**src/rtl/as5600_i2c_responder.sv**
```systemverilog
// as5600_i2c_responder: I2C target emulating the AS5600 angle/status read path.
// SCL/SDA are oversampled on clock; START/STOP override every state.
module as5600_i2c_responder #(
  parameter logic [6:0] DEV_ADDR    = 7'h36,
  parameter int         SYNC_STAGES = 2
) (
  input  logic        clock,
  input  logic        reset_n,
  input  logic        scl,
  input  logic        sda_i,
  output logic        sda_oe,
  input  logic [11:0] raw_angle,
  input  logic        magnet_detected,
  output logic        busy,
  output logic        rd_done
);
  typedef enum logic [3:0] {
    IDLE, ADDR, ADDR_ACK, PTR, PTR_ACK, WDATA, WDATA_ACK, RDATA, RD_ACK, IGNORE
  } state_t;

  state_t            state_q, state_d;
  logic [SYNC_STAGES:0] scl_q, sda_q;
  logic [3:0]        cnt_q, cnt_d;
  logic [7:0]        shift_q, shift_d, pointer_q, pointer_d, byte_c;
  logic [11:0]       snap_q, snap_d;
  logic              rw_q, rw_d, oe_q, oe_d, busy_q, busy_d, done_q, done_d, rd_any_q, rd_any_d;
  logic              scl_c, sda_c, scl_rise, scl_fall, start_c, stop_c;

  assign scl_c    = scl_q[SYNC_STAGES-1];
  assign sda_c    = sda_q[SYNC_STAGES-1];
  assign scl_rise = scl_c & ~scl_q[SYNC_STAGES];
  assign scl_fall = ~scl_c & scl_q[SYNC_STAGES];
  assign start_c  = scl_c & scl_q[SYNC_STAGES] & sda_q[SYNC_STAGES] & ~sda_c;
  assign stop_c   = scl_c & scl_q[SYNC_STAGES] & ~sda_q[SYNC_STAGES] & sda_c;
  assign byte_c   = (pointer_q == 8'h0B) ? {2'b0, magnet_detected, 5'b0} :
                    (pointer_q == 8'h0C || pointer_q == 8'h0E) ? {4'h0, snap_q[11:8]} :
                    (pointer_q == 8'h0D || pointer_q == 8'h0F) ? snap_q[7:0] : 8'h00;
  assign sda_oe   = oe_q;
  assign busy     = busy_q;
  assign rd_done  = done_q;

  always_ff @(posedge clock or negedge reset_n)
    if (!reset_n) begin
      scl_q     <= '1;
      sda_q     <= '1;
      state_q   <= IDLE;
      cnt_q     <= '0;
      shift_q   <= '0;
      pointer_q <= '0;
      snap_q    <= '0;
      rw_q      <= 1'b0;
      oe_q      <= 1'b0;
      busy_q    <= 1'b0;
      done_q    <= 1'b0;
      rd_any_q  <= 1'b0;
    end else begin
      scl_q     <= {scl_q[SYNC_STAGES-1:0], scl};
      sda_q     <= {sda_q[SYNC_STAGES-1:0], sda_i};
      state_q   <= state_d;
      cnt_q     <= cnt_d;
      shift_q   <= shift_d;
      pointer_q <= pointer_d;
      snap_q    <= snap_d;
      rw_q      <= rw_d;
      oe_q      <= oe_d;
      busy_q    <= busy_d;
      done_q    <= done_d;
      rd_any_q  <= rd_any_d;
    end

  always_comb begin
    state_d   = state_q;
    cnt_d     = cnt_q;
    shift_d   = shift_q;
    pointer_d = pointer_q;
    snap_d    = snap_q;
    rw_d      = rw_q;
    oe_d      = oe_q;
    busy_d    = busy_q;
    done_d    = 1'b0;
    rd_any_d  = rd_any_q;
    if (start_c || stop_c) begin
      state_d  = start_c ? ADDR : IDLE;
      cnt_d    = '0;
      oe_d     = 1'b0;
      busy_d   = start_c & busy_q;
      done_d   = rd_any_q;
      rd_any_d = 1'b0;
    end else begin
      case (state_q)
        ADDR, PTR, WDATA:
          if (scl_rise) begin
            shift_d = {shift_q[6:0], sda_c};
            cnt_d   = cnt_q + 4'd1;
          end else if (scl_fall && cnt_q == 4'd8) begin
            cnt_d = '0;
            if (state_q == ADDR) begin
              state_d = (shift_q[7:1] == DEV_ADDR) ? ADDR_ACK : IGNORE;
              oe_d    = shift_q[7:1] == DEV_ADDR;
              busy_d  = busy_q | (shift_q[7:1] == DEV_ADDR);
              rw_d    = shift_q[0];
              snap_d  = (shift_q[7:1] == DEV_ADDR && shift_q[0]) ? raw_angle : snap_q;
            end else begin
              state_d   = (state_q == PTR) ? PTR_ACK : WDATA_ACK;
              oe_d      = 1'b1;
              pointer_d = (state_q == PTR) ? shift_q : pointer_q + 8'd1;
            end
          end
        ADDR_ACK, PTR_ACK, WDATA_ACK, RD_ACK:
          if (state_q == RD_ACK && scl_rise && sda_c) state_d = IGNORE;
          else if (scl_fall) begin
            // a read-direction ACK hands straight over to driving the first data bit
            state_d = (state_q == RD_ACK || (state_q == ADDR_ACK && rw_q)) ? RDATA :
                      (state_q == ADDR_ACK) ? PTR : WDATA;
            shift_d = byte_c;
            oe_d    = (state_d == RDATA) & ~byte_c[7];
            cnt_d   = (state_d == RDATA) ? 4'd1 : 4'd0;
          end
        RDATA:
          if (scl_fall) begin
            state_d   = (cnt_q == 4'd8) ? RD_ACK : RDATA;
            oe_d      = (cnt_q != 4'd8) & ~shift_q[6];
            shift_d   = {shift_q[6:0], 1'b0};
            cnt_d     = cnt_q + 4'd1;
            pointer_d = (cnt_q == 4'd8) ? pointer_q + 8'd1 : pointer_q;
            rd_any_d  = rd_any_q | (cnt_q == 4'd8);
          end
        IGNORE:  oe_d = 1'b0;
        default: ;
      endcase
    end
  end
endmodule

```
**config.mk**
```make
export PLATFORM = sky130hd
export DESIGN_NAME = as5600_i2c_responder
export DESIGN_NICKNAME = d
export VERILOG_FILES = /design/src/rtl/as5600_i2c_responder.sv
export SDC_FILE = /design/constraint.sdc
export NUM_CORES = 1
export LEC_CHECK = 0
export ABC_AREA = 1
export BUFFER_PORTS_ARGS = -buffer_cell sky130_fd_sc_hd__buf_2
export CORE_AREA = 5 5 97 99
export DETAILED_ROUTE_END_ITERATION = 6
export DIE_AREA = 0 0 102 104
export PLACE_DENSITY_LB_ADDON = 0.3
export RECOVER_POWER = 100
export SLEW_MARGIN = 20
export SYNTH_ARGS = -nofsm -noshare
export SYNTH_HDL_FRONTEND = slang
export SYNTH_SLANG_ARGS = --single-unit
export TNS_END_PERCENT = 50
```
**constraint.sdc**
```tcl
create_clock -name clock -period 2.2 [get_ports clock]
set_input_delay 0.22 -clock clock [delete_from_list [all_inputs] [get_ports clock]]
set_output_delay 0.22 -clock clock [all_outputs]
set_load 0.05 [all_outputs]
```
==> results.rst, run 1 <==
.. list-table::
   :header-rows: 1

   * - Metric
     - Value
   * - Number of violations reported at the end of detailed-routing iteration 0
     - 197
   * - Seq. cell area
     - 0.00118 mm2
   * - Maximum fanout along the worst path
     - 13
   * - R2r worst-path depth
     - 11
   * - Mean Syn Cell Area
     - 7.46 um2
   * - Endpoint class of the critical path
     - flip-flop
   * - Clock H-tree levels
     - 2
   * - Floorplan die area
     - 0.0106 mm2
   * - Pin count of the biggest net entering global routing
     - 26
   * - Vias after detailed routing
     - 2,522
   * - Beginning of the worst register-to-register path
     - cnt_q[0]
   * - Area of the core
     - 0.00847 mm2
   * - Hold Fails Final Rpt
     - 0
   * - Tightest Pin Transition
     - 1260 ps
   * - Buffer levels on the longest clock path
     - 2
   * - Vias in the first global route
     - 2,497
   * - Port buffer count
     - 19
   * - Total global-route track usage
     - 0.133
   * - Setup Total Neg Slack
     - 0 ps
   * - Number of nets in the synthesized netlist
     - 411
   * - Area used by multi-input combinational logic
     - 0.00150 mm2
   * - Worst slew margin relative to its limit
     - 0.160
   * - Peak ir drop on the vdd network
     - 0.581 mV
   * - Number of buffers inserted during clock tree synthesis
     - 5
   * - Layout overhead on the synthesized area
     - 12.0%
   * - Estimated wirelength of the detail-placed design
     - 5.14 mm
   * - Power density cells
     - 1180 mW/mm2
   * - Post-route minimum period
     - 1950 ps
   * - Synth Flop Type
     - sky130_fd_sc_hd__dfrtp_1
   * - Routability congestion estimate
     - 0.924
   * - Data required time at the worst endpoint
     - 2430 ps
   * - Iteration count of the initial detailed-routing pass
     - 4
   * - Type of the tightest min-delay check
     - in -> reg
   * - Number of flops mapped to enable cells by yosys
     - 0
   * - Number of placement rows
     - 34
   * - Layout cell share with drive strength beyond 1
     - 0.148
   * - Layout Utilization
     - 0.383
   * - Post-synthesis instance area
     - 0.00290 mm2
   * - Most common library cells after synthesis
     - 150 x sky130_fd_sc_hd__nand2_1, 41 x sky130_fd_sc_hd__dfrtp_1, 39 x sky130_fd_sc_hd__inv_1
   * - Non-Filler Cell Area, Final
     - 0.00324 mm2
   * - Synth top area share
     - 0.354
   * - Number of setup violations in the final report
     - 0
   * - Die Span X
     - 102 um
   * - Detailed-route wire length per cell
     - 12.5 um
   * - Placed instance area
     - 0.00315 mm2
   * - Kind of start point of the critical path
     - flip-flop
   * - Setup Skew
     - 10.9 ps
   * - Leakage dissipation
     - 1.68 nW
   * - Yosys cell types
     - 36
   * - Number of instances in the synthesized netlist
     - 388
   * - Via-to-Cell Ratio
     - 4.79
   * - Initial Utilization
     - 0.342
   * - Root Buffer
     - sky130_fd_sc_hd__clkbuf_8
   * - Post-layout net count
     - 441
   * - Status
     - finished clean
   * - Most common cell in the synthesized netlist
     - sky130_fd_sc_hd__nand2_1
   * - Clk slew on worst S/H paths
     - 100 ps
   * - Number of register bits inferred by synthesis
     - 47
   * - Cell count of the worst hold path
     - 2
   * - Post-synth top area cell
     - sky130_fd_sc_hd__dfrtp_1
   * - Final max-slew violation count
     - 0
   * - Share of the cycle needed by the critical path after routing
     - 0.888
   * - Number of antenna violations at the first check in global routing
     - 0
   * - Wire length the detailed router placed on met1
     - 3.20 mm
   * - Start point of the worst min-delay path
     - raw_angle[8]
   * - Top post-synthesis cells by area
     - sky130_fd_sc_hd__dfrtp_1 35%, sky130_fd_sc_hd__nand2_1 19%, sky130_fd_sc_hd__dfstp_2 5.4%
   * - End point of the most critical hold path
     - snap_q[8]
   * - DRC Markers
     - 0
   * - TritonCTS clock tree
     - yes
   * - Sum of met3 wire segment lengths after detailed routing
     - 276 um
   * - Setup repair after global routing missed its margin
     - no
   * - Overall overflow remaining after global route
     - 0
   * - Overall routed net length
     - 6.60 mm
   * - Number of filler instances in the final layout
     - 865
   * - Setup CP Type
     - reg -> reg
   * - Sequential fraction of the synthesis area
     - 0.409
   * - Post-route ant nets
     - 0
   * - Clk_lat worst skew
     - 310 ps
   * - Register-to-register setup slack
     - 250 ps
   * - Number of max-cap violations
     - 0
   * - DR WL met2
     - 3.06 mm
   * - FFs w/ async S/R, synth
     - 1.00
   * - Inserted Diodes
     - 0
   * - Height of the chip
     - 104 um
   * - Maximum clock frequency
     - 0.512 GHz
   * - Signal arrival time at the worst endpoint
     - 2190 ps
   * - Worst flop-to-flop path endpoint
     - pointer_q[6]
   * - Wire length of the first global-routing pass
     - 11.6 mm
   * - Post-layout total power
     - 0.00381 W
   * - Number of sinks driven by the clock tree
     - 47
   * - DR top layer
     - met4
   * - I/O pin total
     - 20
   * - Total of warnings raised by yosys
     - 0
logic make-up after synthesis:
kind of cell / count (synthesis) / share of synthesized area
simple gates: 243 / 0.379
flops: 47 / 0.409
compound gates: 32 / 0.0640
xor+xnor: 3 / 0.00908
fa+ha+maj: 6 / 0.0259
buf+inv: 47 / 0.0661
mux: 10 / 0.0467
report_power, final:
part	total [W]	internal, W	switching, W
clock	0.000559	0.000231	0.000328
sequential	0.00128	0.00106	0.000216
combinational	0.00198	0.000619	0.00136
total	0.00381	0.00191	0.00190
per-layer routing:
metal,GRT usage,up-vias
li1,-,1290
met1,0.186,1172
met2,0.214,55
met3,0.0241,5
met4,0.0281,0
met5,0,-
layout by cell type, fill, tap and decap left out, types with 2 or more instances in the layout:
cell                            netlist  final
sky130_fd_sc_hd__a21oi_1              6      6
sky130_fd_sc_hd__o21ai_1              8      7
sky130_fd_sc_hd__o21ai_0              8      9
sky130_fd_sc_hd__xnor2_1              2      2
sky130_fd_sc_hd__nor2_4               4      4
sky130_fd_sc_hd__nand4_1              6      6
sky130_fd_sc_hd__buf_4                0      4
sky130_fd_sc_hd__o21bai_1             2      2
sky130_fd_sc_hd__nand3_1             31     32
sky130_fd_sc_hd__nor2_2               2      2
sky130_fd_sc_hd__dfstp_2              6      4
sky130_fd_sc_hd__a31oi_1              4      4
sky130_fd_sc_hd__dfstp_1              0      2
sky130_fd_sc_hd__buf_2                0     15
sky130_fd_sc_hd__inv_2                4      4
sky130_fd_sc_hd__dfrtp_1             41     41
sky130_fd_sc_hd__mux2_2               4      4
sky130_fd_sc_hd__ha_1                 6      6
sky130_fd_sc_hd__dlygate4sd3_1        0      3
sky130_fd_sc_hd__inv_1               39     39
sky130_fd_sc_hd__mux2_1               0      6
sky130_fd_sc_hd__nor2_1              32     32
sky130_fd_sc_hd__nand3_4              1      2
sky130_fd_sc_hd__nand2_1            150    150
sky130_fd_sc_hd__clkbuf_1             2      4
sky130_fd_sc_hd__nand2_2              7      7
sky130_fd_sc_hd__inv_6                0      2
sky130_fd_sc_hd__clkbuf_8             0      5
area by class of cell:
| type | count | share of cell area |
|---|---|---|
| Inverter | 43 | 0.0498 |
| Clock inverter | 3 | 0.00695 |
| Tap cell | 108 | 0.0417 |
| Multi-Input combinational cell | 294 | 0.463 |
| Sequential cell | 47 | 0.365 |
| Clock buffer | 5 | 0.0212 |
| Timing Repair Buffer | 27 | 0.0525 |
flip-flops by register name, summed over array words and instances (netlist names):
signal and cells:
rw_q 1, busy 1, snap_q 12, shift_q 8, state_q 4, scl_q 3
cnt_q 4, rd_any_q 1, rd_done 1, pointer_q 8, sda_oe 1, sda_q 3
critical path, stage by stage (launching register included):
cell and delay [ps]:
sky130_fd_sc_hd__dfrtp_1 440, sky130_fd_sc_hd__inv_1 110, sky130_fd_sc_hd__ha_1 150, sky130_fd_sc_hd__nand2_1 80, sky130_fd_sc_hd__nor2_1 170, sky130_fd_sc_hd__nand2_1 140
sky130_fd_sc_hd__nand2_1 120, sky130_fd_sc_hd__nand2_1 90, sky130_fd_sc_hd__nor3_4 230, sky130_fd_sc_hd__buf_4 220, sky130_fd_sc_hd__nand2_1 70, sky130_fd_sc_hd__o21ai_1 70
metrics by stage:
step	cells	hold slack, ps	worst slack [ps]
2_1_floorplan	388	-75.6	428
3_3_place_gp	516	233	184
3_5_place_dp	516	229	152
4_1_cts	527	128	119
5_1_grt	527	115	13.5
6_report	527	119	245
worst max path at each step:
| stage | startpoint | to |
|---|---|---|
| after global routing | cnt_q[0] | pointer_q[4] |
| after CTS | cnt_q[0] | snap_q[5] |
| after detailed placement | cnt_q[0] | snap_q[5] |
| after global placement | cnt_q[0] | snap_q[5] |
| after floorplan | cnt_q[0] | snap_q[3] |
| final | cnt_q[0] | pointer_q[6] |
timing repair:
action	CTS	global route
setup endpoints to repair	0	10
gates resized for setup	0	1
setup buffers	0	0
hold buffers	3	0
endpoints found under the hold margin	18	0
(Power assumes the default switching activity.)
==> inputs of run 2 (changes only) <==
--- a/config.mk
+++ b/config.mk
@@ -6,13 +6,12 @@
 export NUM_CORES = 1
 export LEC_CHECK = 0
 export ABC_AREA = 1
-export BUFFER_PORTS_ARGS = -buffer_cell sky130_fd_sc_hd__buf_2
+export BUFFER_PORTS_ARGS = -buffer_cell sky130_fd_sc_hd__buf_4
 export CORE_AREA = 5 5 97 99
 export DETAILED_ROUTE_END_ITERATION = 6
 export DIE_AREA = 0 0 102 104
-export PLACE_DENSITY_LB_ADDON = 0.3
 export RECOVER_POWER = 100
-export SLEW_MARGIN = 20
+export SLEW_MARGIN = 0
 export SYNTH_ARGS = -nofsm -noshare
 export SYNTH_HDL_FRONTEND = slang
 export SYNTH_SLANG_ARGS = --single-unit
==> run 2 against run 1 <==
- critical path type unchanged
- power up 4.8%
- maximum frequency fell by 0.85%
- register-to-register slack got worse by 20 ps
- flip-flop and latch count unchanged
- largest power group unchanged
- design area grew 1.5%
- highest routed layer unchanged
- sequential power about the same
- largest cell class unchanged
==> results.rst, run 2 (synthesized netlist as in run 1, its figures left out) <==
.. list-table::
   :header-rows: 1

   * - Metric
     - Value
   * - Status
     - finished clean (unchanged)
   * - Power density cells
     - 1210 mW/mm2 (was 1180 mW/mm2)
   * - Wire length of the first global-routing pass
     - 11.4 mm (was 11.6 mm)
   * - Endpoint class of the critical path
     - flip-flop (unchanged)
   * - Number of violations reported at the end of detailed-routing iteration 0
     - 155 (was 197)
   * - Commonest cells after routing, fill and taps aside
     - 150 x sky130_fd_sc_hd__nand2_1, 41 x sky130_fd_sc_hd__dfrtp_1, 39 x sky130_fd_sc_hd__inv_1 (unchanged)
   * - Clock H-tree levels
     - 2 (unchanged)
   * - Number of filler instances in the final layout
     - 878 (was 865)
   * - Register containing the most flip-flops in the final layout
     - snap_q (unchanged)
   * - Number of flip-flops under the largest register name
     - 12 (unchanged)
   * - Signal arrival time at the worst endpoint
     - 2170 ps (was 2190 ps)
   * - DRC Markers
     - 0 (unchanged)
   * - Inserted Diodes
     - 0 (unchanged)
   * - Clk slew on worst S/H paths
     - 90 ps (was 100 ps)
   * - Share of the cycle needed by the critical path after routing
     - 0.896 (was 0.888)
   * - Maximum fanout along the worst path
     - 8 (was 13)
   * - Met3 global-route usage
     - 0.0268 (was 0.0241)
   * - Hold Fails Final Rpt
     - 0 (unchanged)
   * - I/O pin total
     - 20 (unchanged)
   * - Gate family responsible for the most delay along the worst path
     - simple AND/OR/NAND/NOR gates (unchanged)
   * - Tightest Pin Transition
     - 1160 ps (was 1260 ps)
   * - Most common library cell in the layout ignoring fill and taps
     - sky130_fd_sc_hd__nand2_1 (unchanged)
   * - Via-to-Cell Ratio
     - 4.80 (was 4.79)
   * - Global routing met1 resource utilization
     - 0.187 (was 0.186)
   * - Highest-utilization routing layer at the global route stage
     - met2 (unchanged)
   * - Final max-slew violation count
     - 0 (unchanged)
   * - Layout cell share with drive strength beyond 1
     - 0.144 (was 0.148)
   * - Overall overflow remaining after global route
     - 0 (unchanged)
   * - Type of the tightest min-delay check
     - in -> reg (unchanged)
   * - Slowest cell delay on critical path
     - 590 ps (was 440 ps)
   * - Worst flop-to-flop path endpoint
     - shift_q[7] (was pointer_q[6])
   * - End point of the most critical hold path
     - snap_q[6] (was snap_q[8])
   * - Buffer levels on the longest clock path
     - 2 (unchanged)
   * - R2r worst-path depth
     - 9 (was 11)
   * - Post-route ant nets
     - 0 (unchanged)
   * - Start point of the worst min-delay path
     - raw_angle[6] (was raw_angle[8])
   * - Master of the slowest instance on the critical path
     - sky130_fd_sc_hd__dfstp_1 (was sky130_fd_sc_hd__dfrtp_1)
   * - Root Buffer
     - sky130_fd_sc_hd__clkbuf_8 (unchanged)
   * - Die Span X
     - 102 um (unchanged)
   * - Number of placement rows
     - 34 (unchanged)
   * - Initial Utilization
     - 0.342 (unchanged)
   * - Number of sinks driven by the clock tree
     - 47 (unchanged)
   * - Cells along the critical path
     - nor2_1, nand2_1, nand2_1, inv_1, nand2_1, inv_1, nand4_1, nand2_1, nand2_1 (was inv_1, ha_1, nand2_1, nor2_1, nand2_1, nand2_1, nand2_1, nor3_4, buf_4, nand2_1, o21ai_1)
   * - Post-layout total power
     - 0.00400 W (was 0.00381 W)
   * - Port buffer count
     - 19 (unchanged)
   * - Post-route minimum period
     - 1970 ps (was 1950 ps)
   * - Area of the core
     - 0.00847 mm2 (unchanged)
   * - Setup CP Type
     - reg -> reg (unchanged)
   * - Number of setup violations in the final report
     - 0 (unchanged)
   * - Setup Total Neg Slack
     - 0 ps (unchanged)
   * - Height of the chip
     - 104 um (unchanged)
   * - Number of setup buffers added after CTS
     - 0 (unchanged)
   * - Iteration count of the initial detailed-routing pass
     - 4 (unchanged)
   * - Beginning of the worst register-to-register path
     - sda_q[1] (was cnt_q[0])
   * - Register-to-register setup slack
     - 230 ps (was 250 ps)
   * - Crit-path most repeated cell
     - sky130_fd_sc_hd__nand2_1 (unchanged)
   * - Routability congestion estimate
     - 0.902 (was 0.924)
   * - Seq. cell area
     - 0.00118 mm2 (unchanged)
   * - Vias in the first global route
     - 2,479 (was 2,497)
   * - Detailed-route wire length per cell
     - 12.4 um (was 12.5 um)
   * - Total global-route track usage
     - 0.131 (was 0.133)
   * - Cell count of the worst hold path
     - 2 (unchanged)
   * - Post-layout net count
     - 439 (was 441)
   * - Maximum clock frequency
     - 0.507 GHz (was 0.512 GHz)
   * - Peak ir drop on the vdd network
     - 0.559 mV (was 0.581 mV)
   * - Leakage dissipation
     - 1.69 nW (was 1.68 nW)
   * - Floorplan die area
     - 0.0106 mm2 (unchanged)
   * - Number of antenna violations at the first check in global routing
     - 0 (unchanged)
   * - Worst slew margin relative to its limit
     - 0.229 (was 0.160)
   * - Layout overhead on the synthesized area
     - 13.7% (was 12.0%)
   * - TritonCTS clock tree
     - yes (unchanged)
   * - Global routing usage on met2
     - 0.201 (was 0.214)
   * - Estimated wirelength of the detail-placed design
     - 4.91 mm (was 5.14 mm)
   * - Vias after detailed routing
     - 2,521 (was 2,522)
   * - Data required time at the worst endpoint
     - 2400 ps (was 2430 ps)
   * - Setup Skew
     - 8.36 ps (was 10.9 ps)
   * - Number of max-cap violations
     - 0 (unchanged)
   * - Buffering stage count on the worst path with inverters included
     - 2 (unchanged)
   * - Pin count of the biggest net entering global routing
     - 48 (was 26)
   * - Largest registers in the final layout
     - snap_q x12, pointer_q x8, shift_q x8 (unchanged)
   * - Area used by multi-input combinational logic
     - 0.00149 mm2 (was 0.00150 mm2)
   * - Number of buffers inserted during clock tree synthesis
     - 5 (unchanged)
   * - Setup repair after global routing missed its margin
     - no (unchanged)
   * - Clk_lat worst skew
     - 310 ps (about the same)
   * - Overall routed net length
     - 6.49 mm (was 6.60 mm)
   * - Kind of start point of the critical path
     - flip-flop (unchanged)
run 2: changes by cell type in the layout (fill, tap and decap cells not counted), sizes merged:
cell      delta
clkbuf       +2
clkinvlp     +1
clkinv       -1
bufinv       +2
buf          -4
inv          -2
run 2: through the flow:
step	utilization	std cells	hold WS [ps]	worst slack (ps)	area, um2
6_report	0.389	525	121	229	3290
5_1_grt	0.389	525	106	20.7	3290
4_1_cts	0.391	523	5.20	125	3310
3_5_place_dp	0.374	514	274	146	3170
3_3_place_gp	0.374	514	269	186	3170
2_1_floorplan	-	388	-75.6	428	2900
run 2: final cells by class:
class | count | area share
clock inverters | 3 | 0.0205
flip-flops and latches | 47 | 0.360
inverters | 43 | 0.0490
multi-input cells | 294 | 0.454
clock buffers | 5 | 0.0209
well taps | 108 | 0.0410
repair buffers | 25 | 0.0551
run 2: worst register-to-register path, stage by stage (launching register included):
cell	delay (ps)
sky130_fd_sc_hd__dfstp_1	590
sky130_fd_sc_hd__nor2_1	70
sky130_fd_sc_hd__nand2_1	70
sky130_fd_sc_hd__nand2_1	160
sky130_fd_sc_hd__inv_1	200
sky130_fd_sc_hd__nand2_1	140
sky130_fd_sc_hd__inv_1	90
sky130_fd_sc_hd__nand4_1	340
sky130_fd_sc_hd__nand2_1	150
sky130_fd_sc_hd__nand2_1	60
run 2: report_power, final:
part	switching (W)	total, W	internal, W	leakage, nW
Clock	0.000315	0.000768	0.000453	0.0644
Combinational	0.00134	0.00195	0.000615	1.04
Sequential	0.000215	0.00128	0.00106	0.589
run 2: how the worst max path moves through the flow:
stage                   from            to  slack, ps  depth (start not counted)
floorplan           cnt_q[0]     snap_q[3]        430                          9
global placement    cnt_q[0]     snap_q[5]        190                          8
detailed placement  cnt_q[0]     snap_q[5]        150                          8
CTS                 cnt_q[0]     snap_q[5]        120                          8
global route        cnt_q[0]  pointer_q[6]         20                         11
finish              sda_q[1]    shift_q[7]        230                          9
run 2: layer usage:
metal	part of all wire	vias to the layer above
li1	-	1287
met1	0.49	1186
met2	0.46	43
met3	0.034	5
met4	0.011	0
met5	0	-
run 2: repair_timing:
| item | 4_1_cts | 5_1_grt |
|---|---|---|
| resized for setup | 0 | 1 |
| hold endpoints to repair | 41 | 2 |
| endpoints found under the setup margin | 0 | 10 |
| hold buffers | 1 | 2 |
==> inputs of run 3 (changes only) <==
--- a/config.mk
+++ b/config.mk
@@ -5,11 +5,11 @@
 export SDC_FILE = /design/constraint.sdc
 export NUM_CORES = 1
 export LEC_CHECK = 0
-export ABC_AREA = 1
+export ABC_AREA = 0
 export BUFFER_PORTS_ARGS = -buffer_cell sky130_fd_sc_hd__buf_4
-export CORE_AREA = 5 5 97 99
+export CORE_AREA = 5 5 94 96
 export DETAILED_ROUTE_END_ITERATION = 6
-export DIE_AREA = 0 0 102 104
+export DIE_AREA = 0 0 99 101
 export RECOVER_POWER = 100
 export SLEW_MARGIN = 0
 export SYNTH_ARGS = -nofsm -noshare
==> run 3 against run 2 <==
- design area is 6.3% lower
- count of clock-buffer cells in the layout did not move
- clock skew is 1.4 ps lower
- wire length fell by 6.5%
- maximum frequency down 7.5%
- critical path depth shrank 4
- clock power down 31%
- synthesized cell count down 32%
- hold slack worse by 94 ps
==> results.rst, run 3 <==
.. list-table::
   :header-rows: 1

   * - Metric
     - Value
   * - Number of instances in the synthesized netlist
     - 264 (was 388)
   * - Overall routed net length
     - 6.07 mm (was 6.49 mm)
   * - Routability congestion estimate
     - 0.852 (was 0.902)
   * - Most common library cell in the layout ignoring fill and taps
     - sky130_fd_sc_hd__dfrtp_1 (was sky130_fd_sc_hd__nand2_1)
   * - Number of buffers inserted during clock tree synthesis
     - 5 (unchanged)
   * - Via-to-Cell Ratio
     - 5.30 (was 4.80)
   * - Sequential fraction of the synthesis area
     - 0.438 (was 0.409)
   * - Peak ir drop on the vdd network
     - 0.412 mV (was 0.559 mV)
   * - Area of the core
     - 0.00797 mm2 (was 0.00847 mm2)
   * - Number of max-cap violations
     - 0 (unchanged)
   * - Share of synthesized area spent on multiplexers
     - 0.127 (was 0.0467)
   * - Master of the slowest instance on the critical path
     - sky130_fd_sc_hd__or3b_1 (was sky130_fd_sc_hd__dfstp_1)
   * - Global routing met1 resource utilization
     - 0.175 (was 0.187)
   * - Number of setup violations in the final report
     - 0 (unchanged)
   * - Synth top area share
     - 0.380 (was 0.354)
   * - Number of nets in the synthesized netlist
     - 287 (was 411)
   * - Synth Flop Type
     - sky130_fd_sc_hd__dfrtp_1 (unchanged)
   * - Clk_lat worst skew
     - 300 ps (was 310 ps)
   * - Setup Total Neg Slack
     - 0 ps (unchanged)
   * - Estimated wirelength of the detail-placed design
     - 4.54 mm (was 4.91 mm)
   * - Post-layout net count
     - 318 (was 439)
   * - Overall overflow remaining after global route
     - 0 (unchanged)
   * - Worst hold-check slack
     - 27.1 ps (was 121 ps)
   * - Number of placement rows
     - 33 (was 34)
   * - Simple-Gate Fraction of Synth Area
     - 0.188 (was 0.379)
   * - Number of antenna violations at the first check in global routing
     - 0 (unchanged)
   * - Type of the tightest min-delay check
     - in -> reg (unchanged)
   * - Die Span X
     - 99 um (was 102 um)
   * - Number of violations reported at the end of detailed-routing iteration 0
     - 100 (was 155)
   * - Worst slew margin relative to its limit
     - 0.237 (was 0.229)
   * - Number of flip-flops under the largest register name
     - 12 (unchanged)
   * - Number of sinks driven by the clock tree
     - 47 (unchanged)
   * - Port buffer count
     - 19 (unchanged)
   * - Most common library cells after synthesis
     - 41 x sky130_fd_sc_hd__dfrtp_1, 30 x sky130_fd_sc_hd__nand2_1, 23 x sky130_fd_sc_hd__nand3_1 (was 150 x sky130_fd_sc_hd__nand2_1, 41 x sky130_fd_sc_hd__dfrtp_1, 39 x sky130_fd_sc_hd__inv_1)
   * - Most common cell in the synthesized netlist
     - sky130_fd_sc_hd__dfrtp_1 (was sky130_fd_sc_hd__nand2_1)
   * - Vias after detailed routing
     - 2,124 (was 2,521)
   * - Detailed-route wire length per cell
     - 15.1 um (was 12.4 um)
   * - R2r worst-path depth
     - 5 (was 9)
   * - Placed instance area
     - 0.00303 mm2 (was 0.00317 mm2)
   * - Yosys cell types
     - 56 (was 36)
   * - Height of the chip
     - 101 um (was 104 um)
   * - Fraction of synthesized cell area in xor and xnor cells
     - 0.00324 (was 0.00908)
   * - Leakage dissipation
     - 1.35 nW (was 1.69 nW)
   * - Vias in the first global route
     - 2,146 (was 2,479)
   * - Non-Filler Cell Area, Final
     - 0.00308 mm2 (was 0.00329 mm2)
   * - Iteration count of the initial detailed-routing pass
     - 4 (unchanged)
   * - Post-synth top area cell
     - sky130_fd_sc_hd__dfrtp_1 (unchanged)
   * - Total global-route track usage
     - 0.129 (was 0.131)
   * - Clock H-tree levels
     - 2 (unchanged)
   * - Layout overhead on the synthesized area
     - 14.1% (was 13.7%)
   * - Post-route ant nets
     - 0 (unchanged)
   * - Adder and majority gate portion of the synthesized area
     - 0.0315 (was 0.0259)
   * - Wire length of the first global-routing pass
     - 10.5 mm (was 11.4 mm)
   * - Combinational family with the most area after synthesis
     - simple AND/OR/NAND/NOR gates (unchanged)
   * - Number of register bits inferred by synthesis
     - 47 (unchanged)
   * - Post-route minimum period
     - 2130 ps (was 1970 ps)
   * - Root Buffer
     - sky130_fd_sc_hd__clkbuf_8 (unchanged)
   * - Worst flop-to-flop path endpoint
     - state_q[2] (was shift_q[7])
   * - Floorplan die area
     - 0.0100 mm2 (was 0.0106 mm2)
   * - Top post-synthesis cells by area
     - sky130_fd_sc_hd__dfrtp_1 38%, sky130_fd_sc_hd__mux2_4 6.1%, sky130_fd_sc_hd__dfstp_2 5.8% (was sky130_fd_sc_hd__dfrtp_1 35%, sky130_fd_sc_hd__nand2_1 19%, sky130_fd_sc_hd__dfstp_2 5.4%)
   * - Pin count of the biggest net entering global routing
     - 48 (unchanged)
   * - Maximum fanout along the worst path
     - 8 (unchanged)
   * - DRC Markers
     - 0 (unchanged)
   * - Power density cells
     - 978 mW/mm2 (was 1210 mW/mm2)
   * - Post-synthesis instance area
     - 0.00270 mm2 (was 0.00290 mm2)
   * - Hold Fails Final Rpt
     - 0 (unchanged)
   * - Beginning of the worst register-to-register path
     - state_q[1] (was sda_q[1])
   * - Register-to-register setup slack
     - 70 ps (was 230 ps)
   * - Fraction of the mapped netlist area in compound gates
     - 0.174 (was 0.0640)
   * - Global routing usage on met2
     - 0.205 (was 0.201)
   * - Highest-utilization routing layer at the global route stage
     - met2 (unchanged)
   * - Clk slew on worst S/H paths
     - 90 ps (about the same)
   * - Met3 global-route usage
     - 0.0221 (was 0.0268)
   * - Slowest cell delay on critical path
     - 540 ps (was 590 ps)
   * - Layout cell share with drive strength beyond 1
     - 0.233 (was 0.144)
   * - Total of warnings raised by yosys
     - 0 (unchanged)
   * - Register containing the most flip-flops in the final layout
     - snap_q (unchanged)
   * - Data required time at the worst endpoint
     - 2390 ps (was 2400 ps)
   * - Crit path launch
     - state_q[1] (was sda_q[1])
   * - Status
     - finished clean (unchanged)
   * - Number of flops mapped to enable cells by yosys
     - 0 (unchanged)
   * - Signal arrival time at the worst endpoint
     - 2320 ps (was 2170 ps)
   * - Final max-slew violation count
     - 0 (unchanged)
   * - Worst Setup EP
     - state_q[2] (was shift_q[7])
   * - Initial Utilization
     - 0.339 (was 0.342)
   * - Post-layout total power
     - 0.00302 W (was 0.00400 W)
   * - Share of the cycle needed by the critical path after routing
     - 0.969 (was 0.896)
   * - Endpoint class of the critical path
     - flip-flop (unchanged)
   * - Setup Skew
     - 7.00 ps (was 8.36 ps)
   * - Inserted Diodes
     - 0 (unchanged)
   * - Buffer levels on the longest clock path
     - 2 (unchanged)
   * - FFs w/ async S/R, synth
     - 1.00 (unchanged)
   * - Setup CP Type
     - reg -> reg (unchanged)
   * - Cells along the critical path
     - or3b_1, or3_1, a32oi_1, nor3_1, mux2_4 (was nor2_1, nand2_1, nand2_1, inv_1, nand2_1, inv_1, nand4_1, nand2_1, nand2_1)
   * - Largest registers in the final layout
     - snap_q x12, pointer_q x8, shift_q x8 (unchanged)
   * - Mean Syn Cell Area
     - 10.2 um2 (was 7.46 um2)
   * - Commonest cells after routing, fill and taps aside
     - 41 x sky130_fd_sc_hd__dfrtp_1, 30 x sky130_fd_sc_hd__nand2_1, 24 x sky130_fd_sc_hd__buf_4 (was 150 x sky130_fd_sc_hd__nand2_1, 41 x sky130_fd_sc_hd__dfrtp_1, 39 x sky130_fd_sc_hd__inv_1)
   * - Number of setup buffers added after CTS
     - 0 (unchanged)
   * - Tightest Pin Transition
     - 1140 ps (was 1160 ps)
   * - Kind of start point of the critical path
     - flip-flop (unchanged)
   * - Maximum clock frequency
     - 0.469 GHz (was 0.507 GHz)
   * - I/O pin total
     - 20 (unchanged)
   * - TritonCTS clock tree
     - yes (unchanged)
-- run 3: cell types whose count changed after synthesis, moves of 10 or more --
cell                      previous run  this run
sky130_fd_sc_hd__a21oi_1             6        16
sky130_fd_sc_hd__inv_1              39        12
sky130_fd_sc_hd__mux2_2              4        14
sky130_fd_sc_hd__nand2_1           150        30
sky130_fd_sc_hd__nor2_1             32        10
-- run 3: per-stage QoR --
step           worst slack [ps]  std cells   util
6_report                   68.8        401  0.387
5_1_grt                  -0.594        401  0.387
4_1_cts                    99.8        401  0.393
3_5_place_dp                118        392  0.380
3_3_place_gp               85.6        392  0.380
2_1_floorplan               290        264      -
-- run 3: worst min path at each step --
stage	from	end	slack, ps	cells after the start
final	scl	scl_q[0]	30	1
after global routing	scl	scl_q[0]	10	1
after CTS	scl	scl_q[0]	10	1
after detailed placement	reset_n	sda_oe	270	1
after global placement	reset_n	sda_oe	280	1
after floorplan	reset_n	busy	-80	0
-- run 3: power breakdown --
part           internal (W)  total (W)  switching [W]
Clock              0.000224   0.000528       0.000304
Sequential          0.00100    0.00116       0.000162
Combinational      0.000595    0.00133       0.000731
-- run 3: kinds of logic (layout without fill, tap and decap cells) --
family | after synthesis | in the layout
AND/OR/NAND/NOR | 94 | 94
AO/OA/AOI/OAI | 65 | 65
flip-flops | 47 | 47
multiplexers | 27 | 27
buffers and inverters | 23 | 55
adder cells (fa/ha/maj) | 7 | 7
XOR/XNOR | 1 | 1
-- run 3: layer usage --
layer	up-vias	share of wire
met1	1023	0.45
met5	-	0
met4	0	0.018
li1	1029	-
met2	62	0.49
met3	10	0.045
-- run 3: repair_timing --
action / in CTS / in global routing
setup endpoints to repair: 0 / 12
endpoints found under the hold margin: 41 / 0
resized for setup: 0 / 3
hold buffers: 1 / 0
-- run 3: cell type report --
| type | instances | area [um2] |
|---|---|---|
| fillers | 811 | 4880 |
| inverters | 12 | 45.0 |
| repair buffers | 35 | 240 |
| well taps | 105 | 131 |
| clock inverters | 3 | 18.8 |
| clock buffers | 5 | 68.8 |
| flip-flops and latches | 47 | 1180 |
| multi-input cells | 194 | 1400 |
-- run 3: worst max-delay path: cells and delay by family, from the launching register on --
| family | cells | cell delay (ps) |
|---|---|---|
| multiplexers | 1 | 260 |
| AO/OA/AOI/OAI | 1 | 230 |
| AND/OR/NAND/NOR | 3 | 1050 |
| flip-flops | 1 | 490 |
